--- src/rtl/multicycle_control_pkg.sv ---
// multicycle_control_pkg: shared state, opcode-class and select encodings for the multi-cycle RV32I controller
// Provides: state_t, op_class_t, RV32I opcode constants, pc_src/wb_sel/alu_a_sel/alu_b_sel/alu_op_mode
// encodings and the branch-condition helper branch_taken().
package multicycle_control_pkg;

    typedef enum logic [2:0] {
        S_FETCH  = 3'd0,
        S_DECODE = 3'd1,
        S_EXEC   = 3'd2,
        S_MEM    = 3'd3,
        S_WB     = 3'd4,
        S_HALT   = 3'd5
    } state_t;

    typedef enum logic [3:0] {
        CL_ILL,
        CL_LOAD,
        CL_STORE,
        CL_OPIMM,
        CL_R,
        CL_BRANCH,
        CL_JAL,
        CL_JALR,
        CL_LUI,
        CL_AUIPC
    } op_class_t;

    localparam logic [6:0] OP_LOAD   = 7'b0000011;
    localparam logic [6:0] OP_STORE  = 7'b0100011;
    localparam logic [6:0] OP_OPIMM  = 7'b0010011;
    localparam logic [6:0] OP_R      = 7'b0110011;
    localparam logic [6:0] OP_BRANCH = 7'b1100011;
    localparam logic [6:0] OP_JAL    = 7'b1101111;
    localparam logic [6:0] OP_JALR   = 7'b1100111;
    localparam logic [6:0] OP_LUI    = 7'b0110111;
    localparam logic [6:0] OP_AUIPC  = 7'b0010111;

    localparam logic [2:0] F3_BEQ = 3'b000;
    localparam logic [2:0] F3_BNE = 3'b001;
    localparam logic [2:0] F3_BLT = 3'b100;
    localparam logic [2:0] F3_BGE = 3'b101;

    localparam logic [1:0] PC_PLUS4  = 2'd0;
    localparam logic [1:0] PC_BRANCH = 2'd1;
    localparam logic [1:0] PC_ALU    = 2'd2;

    localparam logic [1:0] WB_ALU = 2'd0;
    localparam logic [1:0] WB_MEM = 2'd1;
    localparam logic [1:0] WB_PC4 = 2'd2;

    localparam logic [1:0] A_RS1  = 2'd0;
    localparam logic [1:0] A_PC   = 2'd1;
    localparam logic [1:0] A_ZERO = 2'd2;

    localparam logic B_RS2 = 1'b0;
    localparam logic B_IMM = 1'b1;

    localparam logic [1:0] MODE_ADD   = 2'd0;
    localparam logic [1:0] MODE_FUNCT = 2'd1;
    localparam logic [1:0] MODE_SUB   = 2'd2;

    // Unsupported branch funct3 values (BLTU/BGEU and reserved) fall through as not taken.
    function automatic logic branch_taken(input logic [2:0] f3, input logic zero, input logic lt);
        return (f3 == F3_BEQ) ? zero :
               (f3 == F3_BNE) ? !zero :
               (f3 == F3_BLT) ? lt :
               (f3 == F3_BGE) ? !lt : 1'b0;
    endfunction

endpackage

--- src/rtl/multicycle_control_if.sv ---
// multicycle_control_if: memory request handshake between the controller and the memory port
// mem_req/mem_we/mem_iaddr driven by the controller (master); mem_ready returned by memory (slave).
interface multicycle_control_if;
    logic mem_req;
    logic mem_we;
    logic mem_iaddr;
    logic mem_ready;
    modport master (output mem_req, output mem_we, output mem_iaddr, input mem_ready);
    modport slave  (input mem_req, input mem_we, input mem_iaddr, output mem_ready);
endinterface

--- src/rtl/mc_op_class.sv ---
// mc_op_class: combinational RV32I opcode -> instruction class mapper
// Ports: opcode[6:0] in, op_class out (CL_ILL for any opcode outside the supported set).
module mc_op_class
    import multicycle_control_pkg::*;
(
    input  logic [6:0] opcode,
    output op_class_t  op_class
);
    always_comb
        op_class = (opcode == OP_LOAD)   ? CL_LOAD   :
                   (opcode == OP_STORE)  ? CL_STORE  :
                   (opcode == OP_OPIMM)  ? CL_OPIMM  :
                   (opcode == OP_R)      ? CL_R      :
                   (opcode == OP_BRANCH) ? CL_BRANCH :
                   (opcode == OP_JAL)    ? CL_JAL    :
                   (opcode == OP_JALR)   ? CL_JALR   :
                   (opcode == OP_LUI)    ? CL_LUI    :
                   (opcode == OP_AUIPC)  ? CL_AUIPC  : CL_ILL;
endmodule

--- src/rtl/multicycle_control.sv ---
// multicycle_control: fetch/decode/execute/memory/writeback sequencer for the multi-cycle RV32I core
// Ports: clk, rst (sync, active-high); mem (multicycle_control_if.master: mem_req/mem_we/mem_iaddr out,
// mem_ready in); opcode/funct3 from IR; alu_zero/alu_lt flags; ir_write, pc_write, pc_src, reg_write,
// wb_sel, alu_a_sel, alu_b_sel, alu_op_mode, retire, halted, bus_error outputs.
// Optional macro MC_ILLEGAL_TRAP_EN: unknown opcodes halt the core and raise sticky illegal_insn
// instead of retiring as a NOP.
module multicycle_control
    import multicycle_control_pkg::*;
#(
    parameter int MEM_WAIT_MAX = 255,
    parameter int CNT_W        = 8
) (
    input  logic                        clk,
    input  logic                        rst,
    multicycle_control_if.master        mem,
    input  logic [6:0]                  opcode,
    input  logic [2:0]                  funct3,
    input  logic                        alu_zero,
    input  logic                        alu_lt,
    output logic                        ir_write,
    output logic                        pc_write,
    output logic [1:0]                  pc_src,
    output logic                        reg_write,
    output logic [1:0]                  wb_sel,
    output logic [1:0]                  alu_a_sel,
    output logic                        alu_b_sel,
    output logic [1:0]                  alu_op_mode,
    output logic                        retire,
    output logic                        halted,
    output logic                        bus_error
`ifdef MC_ILLEGAL_TRAP_EN
    ,
    output logic                        illegal_insn
`endif
);
    state_t            state, state_n;
    op_class_t         cls, dec_cls;
    logic [CNT_W-1:0]  cnt;
    logic              armed, timeout, jump;

    mc_op_class u_op_class (.opcode(opcode), .op_class(dec_cls));

    // armed stays low for the first cycle after reset so no request is issued in that cycle.
    assign timeout = (MEM_WAIT_MAX != 0) && ((state == S_FETCH && armed) || state == S_MEM)
                     && cnt == CNT_W'(MEM_WAIT_MAX);
    assign jump    = cls == CL_JAL || cls == CL_JALR;
    assign halted  = state == S_HALT;

    always_ff @(posedge clk) begin
        if (rst) begin
            state     <= S_FETCH;
            cls       <= CL_ILL;
            cnt       <= '0;
            armed     <= 1'b0;
            bus_error <= 1'b0;
`ifdef MC_ILLEGAL_TRAP_EN
            illegal_insn <= 1'b0;
`endif
        end else begin
            state <= state_n;
            armed <= 1'b1;
            // Only stalled request cycles accumulate; any other cycle (incl. state entry) clears.
            cnt   <= (mem.mem_req && !mem.mem_ready) ? cnt + 1'b1 : '0;
            if (state == S_DECODE) cls <= dec_cls;
            if (timeout) bus_error <= 1'b1;
`ifdef MC_ILLEGAL_TRAP_EN
            if (state == S_DECODE && dec_cls == CL_ILL) illegal_insn <= 1'b1;
`endif
        end
    end

    always_comb begin
        state_n       = state;
        mem.mem_req   = 1'b0;
        mem.mem_we    = 1'b0;
        mem.mem_iaddr = 1'b1;
        ir_write      = 1'b0;
        pc_write      = 1'b0;
        pc_src        = PC_PLUS4;
        reg_write     = 1'b0;
        wb_sel        = WB_ALU;
        alu_a_sel     = A_RS1;
        alu_b_sel     = B_RS2;
        alu_op_mode   = MODE_ADD;
        retire        = 1'b0;
        case (state)
            S_FETCH: begin
                if (timeout) state_n = S_HALT;
                else if (armed) begin
                    mem.mem_req = 1'b1;
                    ir_write    = mem.mem_ready;
                    state_n     = mem.mem_ready ? S_DECODE : S_FETCH;
                end
            end
            S_DECODE: begin
                if (dec_cls == CL_ILL) begin
`ifdef MC_ILLEGAL_TRAP_EN
                    state_n = S_HALT;
`else
                    pc_write = 1'b1;
                    retire   = 1'b1;
                    state_n  = S_FETCH;
`endif
                end else state_n = S_EXEC;
            end
            S_EXEC: begin
                alu_a_sel   = (cls == CL_JAL || cls == CL_AUIPC) ? A_PC : (cls == CL_LUI) ? A_ZERO : A_RS1;
                alu_b_sel   = (cls == CL_R || cls == CL_BRANCH) ? B_RS2 : B_IMM;
                alu_op_mode = (cls == CL_R || cls == CL_OPIMM) ? MODE_FUNCT :
                              (cls == CL_BRANCH) ? MODE_SUB : MODE_ADD;
                if (cls == CL_BRANCH) begin
                    pc_write = 1'b1;
                    pc_src   = branch_taken(funct3, alu_zero, alu_lt) ? PC_BRANCH : PC_PLUS4;
                    retire   = 1'b1;
                    state_n  = S_FETCH;
                end else state_n = (cls == CL_LOAD || cls == CL_STORE) ? S_MEM : S_WB;
            end
            S_MEM: begin
                mem.mem_iaddr = 1'b0;
                if (timeout) state_n = S_HALT;
                else begin
                    mem.mem_req = 1'b1;
                    mem.mem_we  = cls == CL_STORE;
                    if (mem.mem_ready && cls == CL_STORE) begin
                        pc_write = 1'b1;
                        retire   = 1'b1;
                        state_n  = S_FETCH;
                    end else if (mem.mem_ready) state_n = S_WB;
                end
            end
            S_WB: begin
                reg_write = 1'b1;
                wb_sel    = (cls == CL_LOAD) ? WB_MEM : jump ? WB_PC4 : WB_ALU;
                pc_write  = 1'b1;
                pc_src    = jump ? PC_ALU : PC_PLUS4;
                retire    = 1'b1;
                state_n   = S_FETCH;
            end
            S_HALT: state_n = S_HALT;
            default: state_n = S_FETCH;
        endcase
    end

endmodule
--- src/flat_wrapper.sv ---
// flat-port wrapper written by rule: the top's interface ports become plain ports
module multicycle_control_flat import multicycle_control_pkg::*;
#(
    parameter int MEM_WAIT_MAX = 255,
    parameter int CNT_W        = 8
)
  (clk, rst, opcode, funct3, alu_zero, alu_lt, ir_write, pc_write, pc_src, reg_write, wb_sel, alu_a_sel, alu_b_sel, alu_op_mode, retire, halted, bus_error, mem_mem_req, mem_mem_we, mem_mem_iaddr, mem_mem_ready);
  multicycle_control_if mem_i ();
  input  logic clk;
  input  logic rst;
  input  logic [6:0] opcode;
  input  logic [2:0] funct3;
  input  logic alu_zero;
  input  logic alu_lt;
  output logic ir_write;
  output logic pc_write;
  output logic [1:0] pc_src;
  output logic reg_write;
  output logic [1:0] wb_sel;
  output logic [1:0] alu_a_sel;
  output logic alu_b_sel;
  output logic [1:0] alu_op_mode;
  output logic retire;
  output logic halted;
  output logic bus_error;
  output wire logic [$bits(mem_i.mem_req)-1:0] mem_mem_req;
  output wire logic [$bits(mem_i.mem_we)-1:0] mem_mem_we;
  output wire logic [$bits(mem_i.mem_iaddr)-1:0] mem_mem_iaddr;
  input wire logic [$bits(mem_i.mem_ready)-1:0] mem_mem_ready;
  assign mem_mem_req = mem_i.mem_req;
  assign mem_mem_we = mem_i.mem_we;
  assign mem_mem_iaddr = mem_i.mem_iaddr;
  assign mem_i.mem_ready = mem_mem_ready;
  multicycle_control #(.MEM_WAIT_MAX(MEM_WAIT_MAX), .CNT_W(CNT_W)) u_core (.clk(clk), .rst(rst), .mem(mem_i), .opcode(opcode), .funct3(funct3), .alu_zero(alu_zero), .alu_lt(alu_lt), .ir_write(ir_write), .pc_write(pc_write), .pc_src(pc_src), .reg_write(reg_write), .wb_sel(wb_sel), .alu_a_sel(alu_a_sel), .alu_b_sel(alu_b_sel), .alu_op_mode(alu_op_mode), .retire(retire), .halted(halted), .bus_error(bus_error));
endmodule
--- config.mk ---
export PLATFORM = sky130hd
export DESIGN_NAME = multicycle_control_flat
export DESIGN_NICKNAME = d
export VERILOG_FILES = /design/src/rtl/multicycle_control_pkg.sv /design/src/rtl/multicycle_control_if.sv /design/src/rtl/mc_op_class.sv /design/src/rtl/multicycle_control.sv /design/src/flat_wrapper.sv
export SDC_FILE = /design/constraint.sdc
export NUM_CORES = 1
export LEC_CHECK = 0
export BUFFER_PORTS_ARGS = -buffer_cell sky130_fd_sc_hd__buf_2
export CAP_MARGIN = 10
export CORE_MARGIN = 5
export CORE_UTILIZATION = 35
export DETAILED_ROUTE_END_ITERATION = 10
export HOLD_SLACK_MARGIN = 0.08
export SYNTH_ARGS = -nofsm -noshare
export SYNTH_HDL_FRONTEND = slang
export SYNTH_SLANG_ARGS = --single-unit
--- constraint.sdc ---
create_clock -name clk -period 2.1 [get_ports clk]
set_input_delay 0.105 -clock clk [delete_from_list [all_inputs] [get_ports clk]]
set_output_delay 0.105 -clock clk [all_outputs]
set_load 0.005 [all_outputs]
# Word-level counts from Yosys, hierarchy flattened

Cells that the tools add are included.

Register bits after elaboration: 17
Input bits: 15
Logic and storage cells: 108
Output and inout bits: 18

Add/sub/neg operators: 1
Equality and inequality tests: 29
Muxes and demuxes: 54
Reductions and logical operators: 18
Bitwise gates (word level): 1

Operators with widths:

| kind                                                                     | count |
|---|---|
| 4-bit 2-to-1 mux                                                         | 9 |
| 1-bit 2-to-1 mux                                                         | 23 |
| 2-bit 2-to-1 mux                                                         | 11 |
| 7-bit by 6-bit equality test with 1-bit output (second input constant)   | 3 |
| 7-bit equality test (second input constant)                              | 3 |
| 3-bit 2-to-1 mux                                                         | 7 |
| 4-bit by 3-bit equality test with 1-bit output (second input constant)   | 4 |
| 3-bit case mux with 5 select lines                                       | 1 |
| 7-bit by 5-bit equality test with 1-bit output (second input constant)   | 2 |
| 3-bit equality test (second input constant)                              | 4 |
| 8-bit by 1-bit adder with 8-bit output (second input constant)           | 1 |
| 4-bit by 2-bit equality test with 1-bit output (second input constant)   | 2 |
| 4-bit equality test (second input constant)                              | 2 |
| 8-bit equality test (second input constant)                              | 1 |
| 7-bit by 2-bit equality test with 1-bit output (second input constant)   | 1 |
| 3-bit by 1-bit equality test with 1-bit output (second input constant)   | 2 |
| 3-bit by 2-bit equality test with 1-bit output (second input constant)   | 2 |
| 3-bit logical NOT                                                        | 2 |
| 1-bit logical OR                                                         | 6 |
| 4-bit by 1-bit equality test with 1-bit output (second input constant)   | 1 |
| 1-bit logical AND                                                        | 4 |
| 4-bit logical NOT                                                        | 1 |
| 4-bit by 3-bit inequality test with 1-bit output (second input constant) | 1 |
| 1-bit case mux with 4 select lines                                       | 1 |
| other kinds (7)                                                          | 9 |

# Logic depth before layout (Yosys ltp)

Depth in word-level cells: 13
Depth in mapped cells: 7
Mapped depth without buffers: 5

# Cells and area by module

A second synthesis with hierarchy kept.

Cell total of the unflattened synthesis: 139
Area total of the unflattened synthesis: 1094.8 sq um

By module, submodules not included:

| module             | cells an instance | instances | area an instance (sq um) | seq. area each (sq um) |
|---|---|---|---|---|
| multicycle_control | 122               | 1         | 980.9                    | 340.3 |
| mc_op_class        | 17                | 1         | 113.9                    | 0.0 |

# Least setup slack after synthesis

Ideal clock, no wire load.

Path type: flip-flop to output port
Start: register u_core.state[0]
End: output port retire
Stages on the path, launching flop included: 8
Buffers on the path: 3
Path slack: 275 ps
Data arrival time: 1720 ps
Cell sequence: dfxtp_1 buf_2 or3b_2 clkbuf_1 or3_1 nand2b_1 a211o_1 buf_4

Longest elaborated chain between the ends: 6

Ends and longest elaborated chain:

| element                              | line                     | RTL |
|---|---|---|
| from (decl)                          | multicycle_control.sv:36 | `state_t state, state_n;` |
| from (signal assigned)               | multicycle_control.sv:60 | `state <= state_n;` |
| 3-bit logical NOT                    | multicycle_control.sv:44 | `assign timeout = (MEM_WAIT_MAX != 0) && ((state == S_FETCH && armed) \|\| state == S_MEM)` |
| 1-bit logical AND                    | multicycle_control.sv:44 |  |
| 1-bit logical OR                     | multicycle_control.sv:44 |  |
| 1-bit logical AND                    | multicycle_control.sv:45 | `&& cnt == CNT_W'(MEM_WAIT_MAX);` |
| 1-bit 2-to-1 mux                     | -                        |  |
| 1-bit case mux with 4 select lines * | -                        |  |
| to (decl)                            | flat_wrapper.sv:23       | `output logic retire;` |

Every way passes the cells marked *; elsewhere a longest branch is shown, timed or not.

# Final worst setup path

Start: register u_core.state[2]
End: output port pc_write

Longest elaborated chain between the ends: 6

Ends and longest elaborated chain:

| element                              | line                      | RTL |
|---|---|---|
| 3-bit logical NOT                    | multicycle_control.sv:44  |  |
| 1-bit logical AND                    | multicycle_control.sv:44  |  |
| 1-bit logical OR                     | multicycle_control.sv:44  |  |
| 1-bit logical AND                    | multicycle_control.sv:45  |  |
| 1-bit 2-to-1 mux                     | multicycle_control.sv:120 | `if (timeout) state_n = S_HALT;` |
| 1-bit case mux with 4 select lines * | multicycle_control.sv:86  | `case (state)` |
| to (decl)                            | flat_wrapper.sv:16        | `output logic pc_write;` |

Marked as above.

==> impl_results.md <==
- Die Y: 66.88 µm
- Syn avg cell area: 7.651 µm²
- HP Class: input port to register
- Async S/R FF share, synth: 0%
- Worst hold slack: 0.08534 ns
- First-pass GRT wire length: 4636 µm
- Worst slew pin tran: 0.4206 ns
- Synth Warn #: 0
- Wire per inst: 11.45 µm
- Period utilization: 93.92%
- Post-Syn Instances: 148
- Layout area overhead: 20.33%
- N_diodes: 0
- Critical path endpoint category: output port
- CORE AREA: 3078 µm²
- Initial antenna violation count: 0
- Max Root-Sink Buffers: 2
- CTS tree: yes
- # clock sinks: 17
- FMAX: 507.0 MHz
- Number of global-route vias before repair: 1,114
- Most frequent cell after synthesis: nor2_1
- Setup_tns: 0 ns
- Clock slew at reported path FFs: 0.10 ns
- Root buf cell: clkbuf_4
- Max Transition Viols Final: 0
- Hold-fix buffers, CTS: 0
- Share of cells above drive strength 1: 31.28%
- Worst clock skew: 0.007982 ns
- Top FF cell, synth: dfxtp_1
- Residual DRC: 0
- Post-synthesis sequential area ratio: 30.06%
- Dpl ws: 0.2153 ns
- Yosys reg bits: 17
- Critical path type: register to output port
- Row cnt: 20
- Final WL: 2554 µm
- Final hold viol count: 0
- Synth Net Count: 164
- Unique masters post-synth: 43
- Die ar.: 4473 µm²
- # setup viols final: 0
- Maxcap violations: 0
- Vias: 1,114
- Slew margin rel.: 71.74%
- PwrDens: 417.8 nW/µm²
- Post-synth EDFFs: 0
- Clk_lat worst skew: 0.29 ns
- Outcome: complete, no violations
- DR pass1 iterations: 4
- Crit path largest cell delay: 0.44 ns
- Antenna Violating Nets Remaining: 0
- Layout Nets: 196
- Non-filler instance count after layout: 223
- Placed Instances: 218
- Leak Pwr: 0.5722 nW
- Required time of the worst setup path: 2.00 ns
- Area contributors post-synth: dfxtp_1 30%, nor2_1 6.0%, nand2b_1 3.9%
- Syn Std Cell Area: 1132 µm²
- Peak VDD IR: 262.5 µV
- Top-Level Pins: 33
- Crit-path cells: or3b_4 > or3_1 > nand2b_1 > a211o_1 > buf_2
- Area leader, netlist: dfxtp_1
- Top-area cell type share of the netlist area: 30.06%
- Startpoint Class: register
- Crit-path max FO: 9
- Starting density of the core: 36.79%
- PortBufs: 32
- Drt initial violations: 41
- Largest net degree at the start of global routing: 12
- Hpwl dp: 2072 µm
- Commonest cells in the netlist: 18 x nor2_1, 17 x dfxtp_1, 11 x nand2_1
- DIE WIDTH: 66.88 µm
- Critical path's slowest cell: or3b_4
- Arr. time, crit path: 1.87 ns
- RD Place Congestion: 0.8021
- Final WS setup: 0.1276 ns
- CTS buffer count: 3
- Minimum clock period: 1.972 ns
- Grt total ovfl: 0
- Total track usage: 13.20%
- H-tree depth: 1
- Vias per cell: 4.996
- Unrepaired setup endpoints after global routing: no
==> power breakdown <==
group,internal [W],total [W],switching [W]
logic,0.0000337,0.0000692,0.0000355
registers,0.000325,0.000330,0.00000508
clock network,0.0000738,0.000170,0.0000965
total,0.000432,0.000569,0.000137
==> what timing repair did <==
| item | CTS | global route |
|---|---|---|
| pin swaps | 0 | 1 |
| resized for setup | 2 | 5 |
| setup buffers | 0 | 1 |
| cloned | 0 | 0 |
| endpoints found under the setup margin | 3 | 2 |
==> critical path: cells and delay by family, from the launching register on <==
kind                   cells  cell delay (ns)
AO/OA/AOI/OAI              1             0.12
flip-flops                 1             0.38
AND/OR/NAND/NOR            3             0.96
buffers and inverters      1             0.11
==> kinds of logic (layout without fill, tap and decap cells) <==
group / count (synthesis) / count (layout) / share of synthesized area [%]
buffers and inverters: 16 / 47 / 7.071
muxes: 1 / 1 / 0.8840
adders and majority gates: 1 / 1 / 1.105
xor gates and xnor gates: 8 / 8 / 6.187
DFF: 17 / 17 / 30.06
AOI/OAI and AO/OA: 26 / 26 / 15.14
and+or+nand+nor: 79 / 79 / 39.56
==> path summary, 6_finish.rpt <==
| check | startpoint | endpoint | slack, ns | depth (start not counted) |
|---|---|---|---|---|
| max reg2reg | u_core.state[1] | u_core.cnt[3] | 0.32 | 4 |
| max | u_core.state[2] | pc_write | 0.13 | 5 |
| min reg2reg | u_core.bus_error | u_core.bus_error | 0.48 | 2 |
| min | rst | u_core.armed | 0.09 | 2 |
==> layout make-up <==
cell class / instances / area, µm²
fillers: 333 / 1715
multi-input cells: 115 / 721.9
flip-flops and latches: 17 / 346.6
repair buffers: 35 / 182.7
well taps: 44 / 55.05
inverters: 8 / 30.03
clock buffers: 4 / 26.28
==> stage by stage <==
stage / util, % / power [W] / area (µm²)
6_report: 44.27 / 0.0005692 / 1363
5_1_grt: 44.27 / 0.0006121 / 1363
4_1_cts: 43.62 / 0.0005830 / 1343
3_5_place_dp: 42.64 / 0.0004083 / 1313
3_3_place_gp: 42.64 / 0.0004069 / 1313
2_1_floorplan: - / 0.0003815 / 1132
==> cells in the final DEF (no fill, tap or decap), types with 5 or more instances in the layout <==
cell type	synthesis	final
a21oi_1	8	8
nor3_1	5	5
nor2_2	7	7
dfxtp_1	17	14
nand2_1	11	11
buf_2	1	32
nor2_1	18	17
inv_1	8	8
nand2b_1	7	7
==> flip-flops by register name, indices dropped and copies added (netlist names) <==
| register | cells |
|---|---|
| u_core.armed | 1 |
| u_core.state | 3 |
| u_core.bus_error | 1 |
| u_core.cls | 4 |
| u_core.cnt | 8 |
==> metal layers <==
layer | track usage [%] | share of wire, %
met1 | 13.46 | 39
met2 | 24.38 | 53
met3 | 4.047 | 6.3
met4 | 5.823 | 1.3
met5 | 0 | 0
Note: power is estimated with default switching activity, not from simulation.
